File: config.mk
export PLATFORM = sky130hd
export DESIGN_NAME = multicycle_pc_sequencer_flat
export DESIGN_NICKNAME = d
export VERILOG_FILES = /design/src/rtl/multicycle_pc_sequencer_if.sv /design/src/rtl/multicycle_pc_sequencer.sv /design/src/flat_wrapper.sv
export SDC_FILE = /design/constraint.sdc
export NUM_CORES = 1
export LEC_CHECK = 0
export CAP_MARGIN = 20
export CORE_AREA = 2 2 93 95
export DETAILED_ROUTE_END_ITERATION = 10
export DIE_AREA = 0 0 95 97
export SLEW_MARGIN = 20
export SYNTH_ARGS = -nofsm -noshare
export SYNTH_HDL_FRONTEND = slang
export SYNTH_SLANG_ARGS = --single-unit
File: constraint.sdc
create_clock -name clk -period 1.6 [get_ports clk]
set_input_delay 0.16 -clock clk [delete_from_list [all_inputs] [get_ports clk]]
set_output_delay 0.16 -clock clk [all_outputs]
set_load 0.02 [all_outputs]
File: src/rtl/multicycle_pc_sequencer_if.sv
// Handshake and control bundle between the multi-cycle RV32I sequencer and its datapath/memories.
// The sequencer issues fetch/memory requests, so it takes the master side.
interface multicycle_pc_sequencer_if #(
    parameter int CNT_W = 32
);
    logic             instr_valid;
    logic [6:0]       opcode;
    logic             branch_taken;
    logic [1:0]       target_lsb;
    logic             dmem_ready;
    logic             pc_we;
    logic [1:0]       pc_sel;
    logic             ir_we;
    logic             imem_req;
    logic             dmem_req;
    logic             dmem_we;
    logic             rf_we;
    logic [2:0]       state;
    logic             trap;
    logic             halted;
    logic [CNT_W-1:0] retired;

    modport master (
        input  instr_valid, opcode, branch_taken, target_lsb, dmem_ready,
        output pc_we, pc_sel, ir_we, imem_req, dmem_req, dmem_we, rf_we,
        output state, trap, halted, retired
    );

    modport slave (
        output instr_valid, opcode, branch_taken, target_lsb, dmem_ready,
        input  pc_we, pc_sel, ir_we, imem_req, dmem_req, dmem_we, rf_we,
        input  state, trap, halted, retired
    );
endinterface

File: src/rtl/multicycle_pc_sequencer.sv
// Control FSM of the multi-cycle RV32I core: sequences FETCH/DECODE/EXECUTE/MEM/WB,
// drives PC/IR/RF/DMEM strobes, counts retirements and traps on faults or timeouts.
module multicycle_pc_sequencer #(
    parameter int CNT_W       = 32,
    parameter int MEM_TIMEOUT = 16
) (
    input  logic                     clk,
    input  logic                     rst,
    multicycle_pc_sequencer_if.master bus
);
    localparam int WAIT_W = (MEM_TIMEOUT < 2) ? 1 : $clog2(MEM_TIMEOUT + 1);
    localparam logic [WAIT_W-1:0] WAIT_LAST = WAIT_W'(MEM_TIMEOUT - 1);

    localparam logic [6:0] OP_LOAD   = 7'b0000011;
    localparam logic [6:0] OP_STORE  = 7'b0100011;
    localparam logic [6:0] OP_BRANCH = 7'b1100011;
    localparam logic [6:0] OP_JAL    = 7'b1101111;
    localparam logic [6:0] OP_JALR   = 7'b1100111;
    localparam logic [6:0] OP_OP     = 7'b0110011;
    localparam logic [6:0] OP_OPIMM  = 7'b0010011;
    localparam logic [6:0] OP_LUI    = 7'b0110111;
    localparam logic [6:0] OP_AUIPC  = 7'b0010111;
    localparam logic [6:0] OP_SYSTEM = 7'b1110011;

    typedef enum logic [2:0] {
        S_FETCH   = 3'd0,
        S_DECODE  = 3'd1,
        S_EXECUTE = 3'd2,
        S_MEM     = 3'd3,
        S_WB      = 3'd4,
        S_HALT    = 3'd5,
        S_TRAP    = 3'd6,
        S_BAD     = 3'd7
    } state_e;

    state_e            state_r;
    logic [WAIT_W-1:0] wait_cnt_r;
    logic [CNT_W-1:0]  retired_r;

    logic       pc_we_s;
    logic [1:0] pc_sel_s;
    logic       ir_we_s;
    logic       imem_req_s;
    logic       dmem_req_s;
    logic       dmem_we_s;
    logic       rf_we_s;
    logic       misaligned_s;

    function automatic logic is_legal(input logic [6:0] op);
        case (op)
            OP_LOAD, OP_STORE, OP_BRANCH, OP_JAL, OP_JALR,
            OP_OP, OP_OPIMM, OP_LUI, OP_AUIPC, OP_SYSTEM: return 1'b1;
            default:                                      return 1'b0;
        endcase
    endfunction

    assign misaligned_s = (bus.target_lsb != 2'b00);

    // Strobe decode from current state and same-cycle handshakes; held quiet during reset
    always_comb begin
        pc_we_s    = 1'b0;
        pc_sel_s   = 2'd0;
        ir_we_s    = 1'b0;
        imem_req_s = 1'b0;
        dmem_req_s = 1'b0;
        dmem_we_s  = 1'b0;
        rf_we_s    = 1'b0;
        if (rst) begin
            case (state_r)
                S_FETCH: begin
                    imem_req_s = 1'b1;
                    ir_we_s    = bus.instr_valid;
                end
                S_EXECUTE: begin
                    case (bus.opcode)
                        OP_BRANCH: begin
                            if (!bus.branch_taken) begin
                                pc_we_s = 1'b1;
                            end else if (!misaligned_s) begin
                                pc_we_s  = 1'b1;
                                pc_sel_s = 2'd1;
                            end else begin
                                pc_we_s = 1'b0;
                            end
                        end
                        OP_JAL, OP_JALR: begin
                            if (!misaligned_s) begin
                                pc_we_s  = 1'b1;
                                rf_we_s  = 1'b1;
                                pc_sel_s = (bus.opcode == OP_JAL) ? 2'd1 : 2'd2;
                            end else begin
                                pc_we_s = 1'b0;
                            end
                        end
                        default: pc_we_s = 1'b0;
                    endcase
                end
                S_MEM: begin
                    dmem_req_s = 1'b1;
                    dmem_we_s  = (bus.opcode == OP_STORE);
                    if (bus.dmem_ready && (bus.opcode == OP_STORE)) begin
                        pc_we_s = 1'b1;
                    end else begin
                        pc_we_s = 1'b0;
                    end
                end
                S_WB: begin
                    rf_we_s = 1'b1;
                    pc_we_s = 1'b1;
                end
                default: pc_we_s = 1'b0;
            endcase
        end else begin
            pc_we_s = 1'b0;
        end
    end

    // State, handshake wait counter and retirement counter
    always_ff @(posedge clk or negedge rst) begin
        if (!rst) begin
            state_r    <= S_FETCH;
            wait_cnt_r <= WAIT_W'(0);
            retired_r  <= CNT_W'(0);
        end else begin
            wait_cnt_r <= WAIT_W'(0);
            if (pc_we_s) begin
                retired_r <= retired_r + CNT_W'(1);
            end
            case (state_r)
                S_FETCH: begin
                    if (bus.instr_valid) begin
                        state_r <= S_DECODE;
                    end else if (wait_cnt_r == WAIT_LAST) begin
                        state_r <= S_TRAP;
                    end else begin
                        wait_cnt_r <= wait_cnt_r + WAIT_W'(1);
                    end
                end
                S_DECODE: begin
                    if (!is_legal(bus.opcode)) begin
                        state_r <= S_TRAP;
                    end else if (bus.opcode == OP_SYSTEM) begin
                        state_r <= S_HALT;
                    end else begin
                        state_r <= S_EXECUTE;
                    end
                end
                S_EXECUTE: begin
                    case (bus.opcode)
                        OP_BRANCH:                        state_r <= (bus.branch_taken && misaligned_s) ? S_TRAP : S_FETCH;
                        OP_JAL, OP_JALR:                  state_r <= misaligned_s ? S_TRAP : S_FETCH;
                        OP_LOAD, OP_STORE:                state_r <= S_MEM;
                        OP_OP, OP_OPIMM, OP_LUI, OP_AUIPC: state_r <= S_WB;
                        default:                          state_r <= S_TRAP;
                    endcase
                end
                S_MEM: begin
                    // A response in the final allowed cycle still completes the access
                    if (bus.dmem_ready) begin
                        state_r <= (bus.opcode == OP_STORE) ? S_FETCH : S_WB;
                    end else if (wait_cnt_r == WAIT_LAST) begin
                        state_r <= S_TRAP;
                    end else begin
                        wait_cnt_r <= wait_cnt_r + WAIT_W'(1);
                    end
                end
                S_WB:    state_r <= S_FETCH;
                S_HALT:  state_r <= S_HALT;
                S_TRAP:  state_r <= S_TRAP;
                default: state_r <= S_TRAP;
            endcase
        end
    end

    assign bus.pc_we    = pc_we_s;
    assign bus.pc_sel   = pc_sel_s;
    assign bus.ir_we    = ir_we_s;
    assign bus.imem_req = imem_req_s;
    assign bus.dmem_req = dmem_req_s;
    assign bus.dmem_we  = dmem_we_s;
    assign bus.rf_we    = rf_we_s;
    assign bus.state    = state_r;
    assign bus.trap     = (state_r == S_TRAP);
    assign bus.halted   = (state_r == S_HALT);
    assign bus.retired  = retired_r;
endmodule

File: src/flat_wrapper.sv
// flat-port wrapper written by rule: the top's interface ports become plain ports
module multicycle_pc_sequencer_flat 
#(
    parameter int CNT_W       = 32,
    parameter int MEM_TIMEOUT = 16
)
  (clk, rst, bus_instr_valid, bus_opcode, bus_branch_taken, bus_target_lsb, bus_dmem_ready, bus_pc_we, bus_pc_sel, bus_ir_we, bus_imem_req, bus_dmem_req, bus_dmem_we, bus_rf_we, bus_state, bus_trap, bus_halted, bus_retired);
  multicycle_pc_sequencer_if #(.CNT_W(CNT_W)) bus_i ();
  input  logic clk;
  input  logic rst;
  input wire logic [$bits(bus_i.instr_valid)-1:0] bus_instr_valid;
  input wire logic [$bits(bus_i.opcode)-1:0] bus_opcode;
  input wire logic [$bits(bus_i.branch_taken)-1:0] bus_branch_taken;
  input wire logic [$bits(bus_i.target_lsb)-1:0] bus_target_lsb;
  input wire logic [$bits(bus_i.dmem_ready)-1:0] bus_dmem_ready;
  output wire logic [$bits(bus_i.pc_we)-1:0] bus_pc_we;
  output wire logic [$bits(bus_i.pc_sel)-1:0] bus_pc_sel;
  output wire logic [$bits(bus_i.ir_we)-1:0] bus_ir_we;
  output wire logic [$bits(bus_i.imem_req)-1:0] bus_imem_req;
  output wire logic [$bits(bus_i.dmem_req)-1:0] bus_dmem_req;
  output wire logic [$bits(bus_i.dmem_we)-1:0] bus_dmem_we;
  output wire logic [$bits(bus_i.rf_we)-1:0] bus_rf_we;
  output wire logic [$bits(bus_i.state)-1:0] bus_state;
  output wire logic [$bits(bus_i.trap)-1:0] bus_trap;
  output wire logic [$bits(bus_i.halted)-1:0] bus_halted;
  output wire logic [$bits(bus_i.retired)-1:0] bus_retired;
  assign bus_i.instr_valid = bus_instr_valid;
  assign bus_i.opcode = bus_opcode;
  assign bus_i.branch_taken = bus_branch_taken;
  assign bus_i.target_lsb = bus_target_lsb;
  assign bus_i.dmem_ready = bus_dmem_ready;
  assign bus_pc_we = bus_i.pc_we;
  assign bus_pc_sel = bus_i.pc_sel;
  assign bus_ir_we = bus_i.ir_we;
  assign bus_imem_req = bus_i.imem_req;
  assign bus_dmem_req = bus_i.dmem_req;
  assign bus_dmem_we = bus_i.dmem_we;
  assign bus_rf_we = bus_i.rf_we;
  assign bus_state = bus_i.state;
  assign bus_trap = bus_i.trap;
  assign bus_halted = bus_i.halted;
  assign bus_retired = bus_i.retired;
  multicycle_pc_sequencer #(.CNT_W(CNT_W), .MEM_TIMEOUT(MEM_TIMEOUT)) u_core (.clk(clk), .rst(rst), .bus(bus_i));
endmodule
==> flow_metrics.env <==
export IMPL_status="complete, but fails checks"
export IMPL_violations="setup timing"
export IMPL_cts_buffer_depth=2
export IMPL_drc=0
export IMPL_drt_iter0_drc=82
export IMPL_diodes=0
export IMPL_place_hpwl_mm=5.32
export IMPL_ant_nets=0
export IMPL_die_h_um=97
export IMPL_via_per_inst=5.00
export IMPL_cts_num_sinks=40
export IMPL_portBuffers=58
export IMPL_placed_cell_area_um2=3790
export IMPL_synth_ff_type="dfrtp_1"
export IMPL_nets=410
export IMPL_setup_slack_ns=-0.223
export IMPL_clockRootBuffer="clkbuf_8"
export IMPL_whs_ns=0.0470
export IMPL_syn_instance_count=243
export IMPL_synth_edf_count=0
export IMPL_max_cap_violations=0
export IMPL_syn_to_final_growth_pct=78.0
export IMPL_num_rows=33
export IMPL_synth_nets=259
export IMPL_reg2reg_depth=7
export IMPL_synth_top_family_by_area="simple AND/OR/NAND/NOR gates"
export IMPL_fin_area_um2=4320
export IMPL_gr_total_overflow=0
export IMPL_crit_chain="nor2b_4 -> and3_4 -> a32oi_4 -> nand2_8 -> buf_6"
export IMPL_grt_max_degree=40
export IMPL_slowest_stage="a32oi_4"
export IMPL_power_mw=3.95
export IMPL_crit_cells=5
export IMPL_synth_cell_types=55
export IMPL_drive_gt1_share_pct=46.8
export IMPL_worst_pin_slew_ns=0.506
export IMPL_grt_pass1_vias=2594
export IMPL_synth_xor_area_share_pct=11.9
export IMPL_synth_top_area_share_pct=41.2
export IMPL_place_gp_congestion=0.814
export IMPL_reg2reg_to="u_core.bus.retired[11]"
export IMPL_die_area_um2=9220
export IMPL_cts_made_buffers=5
export IMPL_p_per_area_nw_per_um2=913
export IMPL_vias=2499
export IMPL_fin_crit_sh_pct=114
export IMPL_vdd_drop_max_v=0.000699
export IMPL_ioPinCount=59
export IMPL_slowest_delay_ns=0.43
export IMPL_yosys_warnings=0
export IMPL_wirelength_mm=7.65
export IMPL_htree_num_levels=2
export IMPL_crit_start="u_core.bus.state[1]"
export IMPL_synthAdderAreaFrac_pct=1.03
export IMPL_avgSynthCellArea_um2=10.0
export IMPL_max_freq_mhz=549
export IMPL_muxShareOfSynthArea_pct=0.875
export IMPL_synth_seq_cells=40
export IMPL_setup_viol=38
export IMPL_synthTopCellsByArea="dfrtp_1, xor2_1, a211oi_1, nand2_1, nand3_1"
export IMPL_antenna_found_initial=0
export IMPL_cts_tree="built"
export IMPL_rr_startpoint="u_core.bus.state[1]"
export IMPL_critPathKind="reg -> out"
export IMPL_clock_latency_ns=0.30
export IMPL_worstPathRequired_ns=1.44
export IMPL_yosysSeqAreaShare_pct=41.2
export IMPL_setup_tns_ns=-4.97
export IMPL_clk_pin_slew_ns=0.09
export IMPL_cp_top_family="compound AO/OA/AOI/OAI gates"
export IMPL_wl_per_cell_um=15.3
export IMPL_min_period_ns=1.82
export IMPL_rsz0062_at_grt="true"
export IMPL_rrSetupSlack_ns=-0.19
export IMPL_synthSimpleGateAreaFrac_pct=25.0
export IMPL_holdCritPathClass="in -> async"
export IMPL_final_max_slew_viol_count=0
export IMPL_core_um2=8130
export IMPL_place_ws_ns=-0.720
export IMPL_async_flop_share_pct=100
export IMPL_cp_endpoint="bus_pc_we"
export IMPL_finClkSkew_ns=0.0149
export IMPL_start_util_pct=29.9
export IMPL_timing_final_hold_violations=0
export IMPL_slew_headroom_pct=66.2
export IMPL_critPathBufInv=1
export IMPL_syn_cell_area_um2=2430
export IMPL_path_max_fanout=4
export IMPL_p_leak_nw=2.18
export IMPL_critPathCaptureType="primary output"
export IMPL_die_width_um=95
export IMPL_first_pass_iters=4
export IMPL_synth_compound_area_share_pct=16.8
export IMPL_startpoint_type="flip-flop"
export IMPL_grt_pass1_wl_mm=12.4
export IMPL_track_usage_pct=16.9
export IMPL_synth_largest_area_cell="dfrtp_1"
export IMPL_critPathArrivalTime_ns=1.66
## layout by cell type, fill, tap and decap left out, drive strengths merged, types with 6 or more instances in the layout
cell           Yosys  final
clkdlybuf4s50      0     21
buf                6    106
dfrtp             40     40
a21oi             13     13
nor2              12     12
a211oi            17     17
nand4             10     10
dlygate4sd2        0     12
clkbuf             5      6
dlymetal6s2s       0     12
nand2             22     22
and3              10     10
xor2              31     31
nand3             16     16
## layer usage
| metal | up-vias | part of all wire, % | global-route usage, % |
|---|---|---|---|
| met2 | 56 | 51 | 28.5 |
| met3 | 7 | 4.1 | 2.96 |
| met5 | - | 0 | 0 |
| li1 | 1194 | - | - |
| met4 | 0 | 0.85 | 4.46 |
| met1 | 1242 | 44 | 22.3 |
## tightest hold or removal path: stages
cell and delay [ns]:
buf_2 0.10, buf_4 0.12, buf_4 0.43
## synth_stat cells (2+ instances only)
cell,instances
dfrtp_1,40
xor2_1,31
nand2_1,22
a211oi_1,17
nand3_1,15
a21oi_1,13
nor2_1,12
and3_1,10
nand4_1,8
and2_1,5
clkbuf_1,5
inv_1,5
nor3_1,5
buf_2,4
and4_1,3
o21ai_0,3
a2111oi_2,2
a2111oi_4,2
ha_1,2
nand2b_1,2
nor2b_1,2
xnor2_1,2
## final cells by class
class | instances | area, um^2
clock inverter | 2 | 12.5
timing repair buffer | 155 | 1380
clock buffer | 6 | 72.6
sequential | 40 | 1010
inverter | 5 | 18.8
multi-input combinational | 187 | 1690
tap | 105 | 131
fill | 740 | 3810
## report_power, final
| part | total (mW) | switching (mW) | leakage (nW) | internal [mW] |
|---|---|---|---|---|
| clock network | 0.670 | 0.365 | 0.0412 | 0.305 |
| logic | 2.04 | 1.04 | 1.62 | 0.998 |
| registers | 1.24 | 0.120 | 0.518 | 1.12 |
## cell families (layout without fill, tap and decap cells)
group	count (synthesis)	count (layout)
multiplexers	2	2
AO/OA/AOI/OAI	50	50
XOR/XNOR	33	33
buffers and inverters	16	168
flip-flops	40	40
AND/OR/NAND/NOR	100	100
adder cells (fa/ha/maj)	2	2
## sequential cells by signal (all words and copies together), names as in the netlist
| name | flops |
|---|---|
| u_core.bus.state | 3 |
| u_core.bus.retired | 32 |
| u_core.wait_cnt_r | 5 |
## how the worst min path moves through the flow
| stage | startpoint | to | slack [ns] | cells past startpoint |
|---|---|---|---|---|
| after floorplan | rst | u_core.bus.retired[0] | -0.14 | 0 |
| after global placement | rst | u_core.wait_cnt_r[0] | 0.09 | 2 |
| after detailed placement | rst | u_core.wait_cnt_r[0] | 0.08 | 2 |
| after CTS | rst | u_core.wait_cnt_r[3] | 0.08 | 3 |
| after global routing | rst | u_core.wait_cnt_r[3] | 0.11 | 3 |
| final | rst | u_core.wait_cnt_r[4] | 0.05 | 3 |
## what timing repair did
item                                    4_1_cts  5_1_grt
setup buffers                                10       13
gates cloned                                  1        0
pin swaps                                    16       34
hold endpoints to repair                      1        0
hold buffers                                  1        0
endpoints found under the setup margin       49       53
gates resized for setup                     104       29
## through the flow
| stage | cells | utilization, % |
|---|---|---|
| 4_1_cts | 489 | 51.2 |
| 5_1_grt | 500 | 53.2 |
| 3_5_place_dp | 469 | 46.7 |
| 2_1_floorplan | 243 | - |
| 3_3_place_gp | 469 | 46.7 |
| 6_report | 500 | 53.2 |
No activity file was read; power rests on OpenSTA's default activity.
==> edit (same flow settings) <==
`MEM_TIMEOUT` is set to 16 in 2 places; all go to 32.
--- a/src/rtl/multicycle_pc_sequencer.sv
+++ b/src/rtl/multicycle_pc_sequencer.sv
@@ -3,5 +3,5 @@
 module multicycle_pc_sequencer #(
     parameter int CNT_W       = 32,
-    parameter int MEM_TIMEOUT = 16
+    parameter int MEM_TIMEOUT = 32
 ) (
     input  logic                     clk,
--- a/src/flat_wrapper.sv
+++ b/src/flat_wrapper.sv
@@ -3,5 +3,5 @@
 #(
     parameter int CNT_W       = 32,
-    parameter int MEM_TIMEOUT = 16
+    parameter int MEM_TIMEOUT = 32
 )
   (clk, rst, bus_instr_valid, bus_opcode, bus_branch_taken, bus_target_lsb, bus_dmem_ready, bus_pc_we, bus_pc_sel, bus_ir_we, bus_imem_req, bus_dmem_req, bus_dmem_we, bus_rf_we, bus_state, bus_trap, bus_halted, bus_retired);
Check against the original RTL: same outputs for any inputs over 10 cycles, from zero or initial values and one cycle with rst low; that may be too few to reach the edited logic, so the function may still have changed.
==> edit against the unedited design <==
  * The flow still finishes with violations (setup timing)
  * Maximum frequency fell by 6.9%
  * Critical path depth rose by 5
  * Wire length rose by 7.6%
  * Utilization rose by 4.8 points
  * Setup slack got worse by 0.14 ns
  * Area after synthesis fell by 1.6%
  * Sequential cell count rose by 1
  * Design area rose by 9.1%
  * Combinational power rose by 58%
  * First-iteration DRC count fell by 46%
  * Via count rose by 5.4%
  * Total power rose by 33%
  * Register-to-register slack got worse by 0.17 ns
  * Largest cell class unchanged
==> edit: results <==
{
  "status": "complete, but fails checks",
  "violations": "setup timing",
  "fin_skew_ns": 0.0102,
  "gp_congestion": 0.825,
  "dp_slack_ns": -0.765,
  "port_buffers": 58,
  "htreeDepth": 2,
  "largest_register_ffs": 32,
  "cts_root_buffer": "clkbuf_8",
  "wl_per_cell_um": 16.0,
  "worst_slack_ns": -0.359,
  "path_max_fanout": 8,
  "p_int_uw": 3240,
  "ff2ff_path_depth": 10,
  "max_stage_delay_ns": 0.44,
  "ys_seq_area_frac": 0.429,
  "syn_inst": 250,
  "yosys-top-cells-count": "dfrtp_1 (41), xor2_1 (29), nor4_1 (22), nor2_1 (20), nand3_1 (15)",
  "post_dp_cell_area_mm2": 0.00391,
  "synth_flop_cell": "dfrtp_1",
  "first_global_vias": 2656,
  "diodes": 0,
  "drtIter0Drc": 44,
  "cts_inserted_buffers": 5,
  "synth_warnings": 0,
  "setup_violations": 47,
  "relSlewSlack": 0.751,
  "clk_latency_ns": 0.29,
  "viasPerCell": 5.10,
  "cts_buffer_depth": 2,
  "antenna_found_initial": 0,
  "fin_nets": 426,
  "switching_share": 0.385,
  "seq_power_share": 0.233,
  "synth.distinct_cells": 50,
  "hold_class": "primary input to asynchronous set/reset pin",
  "track_usage": 0.176,
  "worst_ir_drop_vdd_mv": 0.806,
  "synthArstFlopShare": 1.00,
  "dp_hpwl_um": 5330,
  "hold_violations": 0,
  "cp_top_family": "buffers and inverters",
  "tns_ns": -10.16,
  "slowest_stage": "dfrtp_2",
  "place_inst": 477,
  "synth_nets": 266,
  "firstDrtPassIters": 4,
  "arrival_ns": 2.13,
  "powerComb_uw": 3220,
  "grt_pass1_wl_um": 13200,
  "grt_max_degree": 29,
  "routed_wl_um": 8230,
  "drive_gt1_frac": 0.501,
  "p_leak_uw": 0.00241,
  "ys_top_cells_by_area": "dfrtp_1 (43%), xor2_1 (11%), nor4_1 (5.8%)",
  "path_clk_slew_ns": 0.08
}
==> edit: cell type report <==
class	count	area (um^2)
Fill cell	690	3420
Timing Repair Buffer	167	1560
Tap cell	105	131
Sequential cell	41	1040
Clock buffer	6	72.6
Inverter	7	33.8
Clock inverter	2	35.0
Multi-Input combinational cell	188	1850
==> edit: routing by layer <==
metal	global-route usage	share of wire	vias to the layer above	wire length, um
li1	-	-	1249	-
met1	0.244	0.44	1325	3600
met2	0.298	0.52	53	4310
met3	0.0273	0.031	7	256
met4	0.0212	0.0074	0	61
met5	0	0	-	0
==> edit: logic make-up after synthesis <==
group                      after synthesis  synth area share
AOI/OAI and AO/OA                       23            0.0754
adders and majority gates                2            0.0105
DFF                                     41             0.429
muxes                                    1           0.00471
xor gates and xnor gates                35             0.128
buffers and inverters                   21            0.0377
and+or+nand+nor                        127             0.314
==> edit: timing repair <==
action	in CTS	in global routing
resized for setup	118	40
cloned	2	1
endpoints found under the setup margin	50	56
buffers inserted	21	11
pin swaps	41	26
==> edit: path summary, 6_finish.rpt <==
kind,startpoint,endpoint,slack [ns]
max in group asynchronous,rst,u_core.bus.retired[2]$_DFFE_PN0P_,1.22
hold / removal,rst,u_core.bus.retired[11]$_DFFE_PN0P_,0.01
min in group clk,u_core.wait_cnt_r[0]$_DFF_PN0_,u_core.wait_cnt_r[0]$_DFF_PN0_,0.47
hold reg to reg,u_core.wait_cnt_r[0]$_DFF_PN0_,u_core.wait_cnt_r[0]$_DFF_PN0_,0.47
setup / recovery,u_core.bus.state[2]$_DFF_PN0_,u_core.bus.retired[9]$_DFFE_PN0P_,-0.36
setup reg to reg,u_core.bus.state[2]$_DFF_PN0_,u_core.bus.retired[9]$_DFFE_PN0P_,-0.36
